`config.mk`:
```
export PLATFORM = sky130hd
export DESIGN_NAME = fp_dot_accum
export DESIGN_NICKNAME = d
export VERILOG_FILES = /design/src/rtl/fp_dot_accum.sv
export SDC_FILE = /design/constraint.sdc
export NUM_CORES = 1
export LEC_CHECK = 0
export CAP_MARGIN = 25
export CELL_PAD_IN_SITES_DETAIL_PLACEMENT = 2
export CELL_PAD_IN_SITES_GLOBAL_PLACEMENT = 2
export CORE_MARGIN = 2
export CORE_UTILIZATION = 32
export CTS_CLUSTER_DIAMETER = 150
export DETAILED_ROUTE_END_ITERATION = 10
export PLACE_DENSITY_LB_ADDON = 0.1
export REMOVE_ABC_BUFFERS = 1
export SLEW_MARGIN = 20
export SYNTH_ARGS = -nofsm -noshare
export SYNTH_HDL_FRONTEND = slang
export SYNTH_SLANG_ARGS = --single-unit
```
`constraint.sdc`:
```
create_clock -name clk -period 4.6 [get_ports clk]
set_input_delay 0.46 -clock clk [delete_from_list [all_inputs] [get_ports clk]]
set_output_delay 0.46 -clock clk [all_outputs]
set_load 0.005 [all_outputs]
```
`src/rtl/fp_dot_accum.sv`:
```
// fp_dot_accum: accumulates N_TERMS signed fixed-point products plus a bias into one
// saturated fixed-point result. Valid/ready handshakes on both the product and result sides.
//
// Ports:
//   clk         rising-edge clock
//   rst_n       asynchronous active-low reset
//   flush       synchronous abort of the partial sum (a held result is kept)
//   prod_valid  product beat valid
//   prod_ready  product beat accepted this cycle
//   prod        signed product (same Q format as sum)
//   bias        signed offset, sampled only with term 0
//   sum_valid   result valid
//   sum_ready   downstream accepts the result
//   sum         signed saturated result
//   sum_sat     result was clipped to max/min
//   busy        partial sum in progress (term count != 0)
module fp_dot_accum #(
  parameter int unsigned fp_width   = 16,
  parameter int unsigned fp_frac    = 8,
  parameter int unsigned N_TERMS    = 3,
  parameter int unsigned GUARD_BITS = 3
) (
  input  logic                clk,
  input  logic                rst_n,
  input  logic                flush,
  input  logic                prod_valid,
  output logic                prod_ready,
  input  logic [fp_width-1:0] prod,
  input  logic [fp_width-1:0] bias,
  output logic                sum_valid,
  input  logic                sum_ready,
  output logic [fp_width-1:0] sum,
  output logic                sum_sat,
  output logic                busy
);

  localparam int unsigned AccW = fp_width + GUARD_BITS;
  localparam int unsigned CntW = (N_TERMS > 1) ? $clog2(N_TERMS) : 1;

  // Parameter sanity checks, evaluated at elaboration only.
  if (fp_frac >= fp_width) begin : gen_bad_frac
    $error("fp_frac must be smaller than fp_width");
  end
  if (N_TERMS < 1 || (1 << GUARD_BITS) < N_TERMS + 1) begin : gen_bad_guard
    $error("GUARD_BITS too small for N_TERMS");
  end

  typedef enum logic [1:0] {StIdle, StAccum, StHold} state_e;

  state_e                     state_q, state_d;
  logic signed [AccW-1:0]     acc_q, acc_d;
  logic        [CntW-1:0]     cnt_q, cnt_d;
  logic        [fp_width-1:0] sum_q, sum_d;
  logic                       sum_sat_q, sum_sat_d;
  logic                       sum_valid_q, sum_valid_d;

  logic signed [AccW-1:0]     prod_ext, bias_ext, acc_base, acc_next;
  logic                       accept, sum_take, last_term, pos_ovf, neg_ovf;
  logic        [fp_width-1:0] sat_val;

  // ---------------------------------------------------------------------------
  // Datapath helpers
  // ---------------------------------------------------------------------------
  assign prod_ext  = {{GUARD_BITS{prod[fp_width-1]}}, prod};
  assign bias_ext  = {{GUARD_BITS{bias[fp_width-1]}}, bias};
  // Term 0 starts from the bias, later terms from the running sum.
  assign acc_base  = (cnt_q == '0) ? bias_ext : acc_q;
  assign acc_next  = acc_base + prod_ext;
  assign last_term = (cnt_q == CntW'(N_TERMS - 1));

  assign accept    = prod_valid && prod_ready && !flush;
  assign sum_take  = sum_valid_q && sum_ready;

  // Out of range when the guard bits plus the result MSB are not all equal.
  assign pos_ovf   = !acc_next[AccW-1] && (|acc_next[AccW-2:fp_width-1]);
  assign neg_ovf   = acc_next[AccW-1] && !(&acc_next[AccW-2:fp_width-1]);

  always_comb begin
    sat_val = acc_next[fp_width-1:0];
    if (pos_ovf) begin
      sat_val = {1'b0, {(fp_width-1){1'b1}}};
    end else if (neg_ovf) begin
      sat_val = {1'b1, {(fp_width-1){1'b0}}};
    end
  end

  // ---------------------------------------------------------------------------
  // FSM: state register
  // ---------------------------------------------------------------------------
  always_ff @(posedge clk or negedge rst_n) begin
    if (!rst_n) begin
      state_q <= StIdle;
    end else begin
      state_q <= state_d;
    end
  end

  // ---------------------------------------------------------------------------
  // FSM: next state
  // ---------------------------------------------------------------------------
  always_comb begin
    state_d = state_q;
    if (sum_take) begin
      state_d = StIdle;
    end
    if (flush) begin
      // A held result survives a flush; only the partial sum is dropped.
      if (state_q != StHold) begin
        state_d = StIdle;
      end
    end else if (accept) begin
      state_d = last_term ? StHold : StAccum;
    end
  end

  // ---------------------------------------------------------------------------
  // FSM: outputs
  // ---------------------------------------------------------------------------
  always_comb begin
    // Gated by rst_n so every output reads 0 while reset is asserted.
    prod_ready = rst_n && ((state_q != StHold) || sum_ready);
    busy       = (cnt_q != '0);
    sum_valid  = sum_valid_q;
    sum        = sum_q;
    sum_sat    = sum_sat_q;
  end

  // ---------------------------------------------------------------------------
  // Accumulator, counter and result registers
  // ---------------------------------------------------------------------------
  always_comb begin
    acc_d       = acc_q;
    cnt_d       = cnt_q;
    sum_d       = sum_q;
    sum_sat_d   = sum_sat_q;
    sum_valid_d = sum_valid_q;
    if (sum_take) begin
      sum_valid_d = 1'b0;
    end
    if (flush) begin
      acc_d = '0;
      cnt_d = '0;
    end else if (accept) begin
      if (last_term) begin
        // Finalize on the same edge as the last accept.
        acc_d       = '0;
        cnt_d       = '0;
        sum_d       = sat_val;
        sum_sat_d   = pos_ovf || neg_ovf;
        sum_valid_d = 1'b1;
      end else begin
        acc_d = acc_next;
        cnt_d = cnt_q + CntW'(1);
      end
    end
  end

  always_ff @(posedge clk or negedge rst_n) begin
    if (!rst_n) begin
      acc_q       <= '0;
      cnt_q       <= '0;
      sum_q       <= '0;
      sum_sat_q   <= 1'b0;
      sum_valid_q <= 1'b0;
    end else begin
      acc_q       <= acc_d;
      cnt_q       <= cnt_d;
      sum_q       <= sum_d;
      sum_sat_q   <= sum_sat_d;
      sum_valid_q <= sum_valid_d;
    end
  end

endmodule

```
# Word level (Yosys, flattened, before mapping)
# Cells that the tools add are included.
dict set report word_totals {
  output_inout_bits 20
  regBits 41
  wordCells 46
  inputBits 37
}
dict set report classes {
  addsub 2
  eq_ne 2
  reduce_logical 17
  bitwise 1
  muxes 18
}
# operator count
set ops {}
lappend ops {{2-to-1 mux 19 bit} 4}
lappend ops {{2-to-1 mux 16 bit} 2}
lappend ops {{adder 19 x 16 -> 19 bit} 1}
lappend ops {{2-to-1 mux 2 bit} 8}
lappend ops {{logical AND 1 bit} 6}
lappend ops {{AND reduction 3 bit} 2}
lappend ops {{2-to-1 mux 1 bit} 4}
lappend ops {{nonzero test 2 bit} 2}
lappend ops {{logical NOT 1 bit} 3}
lappend ops {{OR reduction 3 bit} 1}
lappend ops {{adder 2 x 1 -> 2 bit, second input constant} 1}
lappend ops {{== test 2 bit, second input constant} 1}
lappend ops {{logical NOT 2 bit} 1}
lappend ops {{logical OR 1 bit} 2}
lappend ops {{!= test 2 bit, second input constant} 1}
lappend ops {{NOT 1 bit} 1}

# Logic depth before layout (Yosys ltp)
dict set report logic_depth {
  word_depth 8
  depth_mapped 15
  ltp_nobuf 12
}

# Worst setup path before layout
# Ideal clock, no wire load.
dict set report synth_timing {
  path_kind {register -> register}
  startpoint {reg cnt_q[1]}
  endpoint {reg sum_q[6] (netlist: sum[6])}
  required_time_ns 4.504
  path_stages_with_launch 15
  synth_period_minus_slack_ns 3.609
  slack_ns 0.991
  arrival_ns 3.513
  cell_sequence {dfrtp_1 nor2_1 inv_2 clkbuf_1 mux2_2 ha_1 fa_1 a211oi_2 o211ai_2 a211oi_2 nor3_2 nor4_4 o31ai_2 buf_6 a311oi_2}
}
dict set report synth_via {
  elab_chain_cells 8
  elab_cells_between_ends 13
}
# item line_no
set synth_lines {}
lappend synth_lines {{start: declaration} 52} ;# logic [CntW-1:0] cnt_q, cnt_d;
lappend synth_lines {{start signal: assignment} 167} ;# cnt_q <= cnt_d;
lappend synth_lines {{logical NOT 2 bit} 67} ;# assign acc_base = (cnt_q == '0) ? bias_ext : acc_q;
lappend synth_lines {{2-to-1 mux 19 bit} 67}
lappend synth_lines {{adder 19 x 16 -> 19 bit} 68} ;# assign acc_next = acc_base + prod_ext;
lappend synth_lines {{AND reduction 3 bit} 76} ;# assign neg_ovf = acc_next[AccW-1] && !(&acc_next[AccW-2:fp_width-1]);
lappend synth_lines {{logical NOT 1 bit} 76}
lappend synth_lines {{logical AND 1 bit} 76}
lappend synth_lines {{2-to-1 mux 16 bit} 82} ;# end else if (neg_ovf) begin
lappend synth_lines {{2-to-1 mux 16 bit} 80} ;# if (pos_ovf) begin
lappend synth_lines {{end signal: assignment} 168} ;# sum_q <= sum_d;
lappend synth_lines {{end: declaration} 53} ;# logic [fp_width-1:0] sum_q, sum_d;
# Parallel ways exist; a longest one is shown, timed or not.
# A chain may end at the register's enable or synchronous reset.

# Worst setup path in the final report
dict set report layout_timing {
  startpoint {reg cnt_q[1]}
  endpoint {reg sum_q[9] (netlist: sum[9])}
}
# Same word-level chain as after synthesis.

==> impl_summary.txt <==
----------------------------------------------------
[Run status]
  Outcome ... completed

[Yosys]
  Complex-gate fraction of the synthesized area ... 27.6%
  Fraction of registers with async set or reset after synthesis ... 100%
  Post-Synthesis Cells ... 325
  Most frequent cells after synthesis ... sky130_fd_sc_hd__dfrtp_1 (41), sky130_fd_sc_hd__nand2_1 (40), sky130_fd_sc_hd__a21oi_1 (28)
  Area share of fa/ha/maj cells after synthesis ... 8.17%
  Largest family of logic cells by synthesized area ... compound AO/OA/AOI/OAI gates
  Dominant cell by count in the synthesized netlist ... sky130_fd_sc_hd__dfrtp_1
  Cell variety after synth ... 63
  Dominant synthesized flop cell ... sky130_fd_sc_hd__dfrtp_1
  Synth top area share ... 34.2%
  Flip-flop and latch count after synthesis ... 41
  Top area cells in the synthesized netlist ... sky130_fd_sc_hd__dfrtp_1 (34%), sky130_fd_sc_hd__ha_1 (7.5%), sky130_fd_sc_hd__mux2_2 (5.6%)
  Total number of yosys warnings ... 0
  Share of synthesized area occupied by flip-flops and latches ... 34.2%
  Post-Synth Simple-Gate Area ... 16.2%
  Cell area after synthesis ... 3000 µm²
  Dominant cell type by area after synthesis ... sky130_fd_sc_hd__dfrtp_1
  Syn_area_per_cell ... 9.24 µm²
  Number of flops mapped to enable cells by yosys ... 0
  Post-synthesis mux area share ... 5.96%
  Synthesized-area fraction occupied by xor and xnor cells ... 4.09%

[Power]
  Leakage power of the design ... 1.60 nW
  P_int ... 821 µW
  Sum of internal, switching and leakage power ... 1.28 mW
  Pwr Density ... 337 nW/µm²
  Combinational fraction of design power ... 39.2%
  Sw Share ... 35.8%
  Proportion of power drawn by flip-flops and latches ... 32.1%
  IR drop worst, VDD ... 0.162 mV
  Reported net switching power ... 458 µW
  Clock share of power ... 28.7%

[Critical path]
  Worst reg2reg path depth ... 12
  Crit path DAT ... 4.38 ns
  Reg2reg end ... sum[9]
  Capture point of the critical path ... sum[9]
  Origin of the critical flop-to-flop path ... cnt_q[1]
  Largest fanout on the critical path ... 21
  Register-to-register path setup slack ... 0.44 ns
  Critical path class ... reg -> reg
  Startpoint class of the critical path ... flop
  Crit path from ... cnt_q[1]
  Kind of end point of the critical path ... flop
  Worst EP required ... 4.82 ns

[Detailed routing]
  Number of antenna-violating nets in the routed design ... 0
  Via Count ... 2752
  Detail-routed via count per cell ... 5.60
  Wire length per cell after detailed routing ... 19.5 µm
  Aggregate routed wire length ... 9590 µm
  Starting DRT DRC Count ... 52
  Pre-Repair DR Iteration Count ... 4
  Number of remaining DRC errors ... 0

[Layout]
  Number of nets at the end of the flow ... 435
  Finished Cell Area ... 3790 µm²
  Fraction of layout instances using a drive strength above 1 ... 13.7%
  Antenna cell count ... 0
  Area growth from synthesis to final layout ... 26.3%

[Timing]
  Final-layout setup total negative slack ... 0 ns
  Relative slew slack ... 42.3%
  Part of the cycle the worst path needs ... 90.5%
  Number of hold-slack violations in the final timing report ... 0
  Clock tree skew after final layout ... 0.00532 ns
  PnR worst setup slack ... 0.439 ns
  Crit path time final ... 4.16 ns
  Finish-stage setup viols ... 0
  Setup repair after global routing missed its margin ... false
  Tightest Pin Transition ... 0.864 ns
  Worst Hold Slack ... 0.239 ns
  Final max-slew violation count ... 0
  Max Clock Freq ... 0.240 GHz

[Global routing]
  Met3 track demand over resource ... 2.43%
  Overall global routing resource usage ... 20.2%
  Maximum number of pins on one net before global-route repair ... 42
  GR Layer Usage met2 ... 35.0%
  First-pass GRT wire length ... 16000 µm
  Via count of the first global-routing pass ... 3042
  Busiest layer in global routing ... met2
  Global-route track usage on met1 ... 27.1%
  Final global-route overflow total ... 0
  Number of antenna violations at the first check in global routing ... 0

[CTS]
  Clock root buffer ... sky130_fd_sc_hd__clkbuf_8
  Clock buffer depth ... 2
  Clock Pin Slew Worst Setup and Hold Paths ... 0.09 ns
  Hold Buf Count CTS ... 0
  Sink Count ... 41
  Post-cts sizing count ... 0
  CTS H-tree lvls ... 2
  Post-CTS setup-driven buffer insertion count ... 0
  Later-pin clock latency in the skew report ... 0.30 ns
  CTS tree ... built
  Clock buffer count from CTS ... 5

[Die]
  Std cell rows ... 35
  Die extent in y ... 101 µm
  Die area ... 10200 µm²
  DIE WIDTH ... 101 µm
  Placeable Area ... 9150 µm²
  Io pins ... 57
  Initial cell density of the core ... 32.8%

[Place]
  Area after DPL ... 3650 µm²
  DP Wirelength ... 7280 µm
  Port bufs ... 56
  Final estimated routing congestion in global placement ... 0.837
  Worst slack at placement ... 0.472 ns

[Min path]
  Hold crit path type ... in -> async

[Job]
  Reported max-cap violation count ... 0

----------------------------------------------------
[through the flow]
stage / std cells / util [%]
after global placement: 482 / 39.8
after CTS: 491 / 41.4
after global routing: 491 / 41.4
after floorplan: 311 / -
after detailed placement: 483 / 39.9
final: 491 / 41.4
[flip-flops by register name, indices dropped and copies added, names as in the netlist]
signal	flops
acc_q	19
state_q	2
sum_valid	1
sum_sat	1
cnt_q	2
sum	16
[how the worst min path moves through the flow]
stage	endpoint	slack (ns)	depth (start not counted)
global placement	sum[15]	0.46	2
global route	sum_valid	0.28	2
detailed placement	sum[15]	0.47	2
floorplan	acc_q[0]	0.16	0
finish	sum_valid	0.24	2
CTS	acc_q[3]	0.28	2
[worst max-delay path, stage by stage (launching register included)]
cell	delay, ns
sky130_fd_sc_hd__dfrtp_1	0.40
sky130_fd_sc_hd__nor2_1	0.09
sky130_fd_sc_hd__inv_2	0.41
sky130_fd_sc_hd__mux2_2	0.40
sky130_fd_sc_hd__ha_1	0.23
sky130_fd_sc_hd__fa_1	0.44
sky130_fd_sc_hd__a211oi_2	0.29
sky130_fd_sc_hd__o211ai_2	0.19
sky130_fd_sc_hd__a2111oi_0	0.58
sky130_fd_sc_hd__nor3_1	0.22
sky130_fd_sc_hd__nor4_2	0.30
sky130_fd_sc_hd__o21ai_2	0.24
sky130_fd_sc_hd__a22oi_1	0.24
[metal layers]
layer | share of wire (%) | wire length (µm)
met1 | 48 | 4630
met2 | 48 | 4600
met3 | 3.0 | 289
met4 | 0.66 | 63
met5 | 0 | 0
[power by group through the flow]
stage	Sequential [mW]	Clock, mW	Combinational (mW)
floorplan	0.414	0	0.322
global placement	0.416	0	0.484
detailed placement	0.418	0	0.503
CTS	0.411	0.373	0.508
global route	0.415	0.393	0.559
finish	0.410	0.368	0.501
[final cells by class]
| type | count | area [µm²] |
|---|---|---|
| clock buffers | 5 | 68.8 |
| multi-input cells | 261 | 1860 |
| repair buffers | 61 | 593 |
| inverters | 9 | 33.8 |
| fillers | 999 | 5360 |
| well taps | 111 | 139 |
| clock inverters | 3 | 68.8 |
| flip-flops and latches | 41 | 1030 |
[cell families after synthesis]
group,after synthesis
compound gates,114
simple gates,98
xor+xnor,14
fa+ha+maj,19
flops,41
buf+inv,23
mux,16
[cell usage in the layout, fill, tap and decap left out, drive strengths merged, types with 8 or more instances in the layout]
master / n
nand2: 40
a22o: 10
a22oi: 9
nor2: 23
xnor2: 8
a211oi: 10
mux2: 15
dfrtp: 41
a21oi: 29
clkdlybuf4s50: 55
o21ai: 24
inv: 10
ha: 18
No activity file was read; power rests on OpenSTA's default activity.
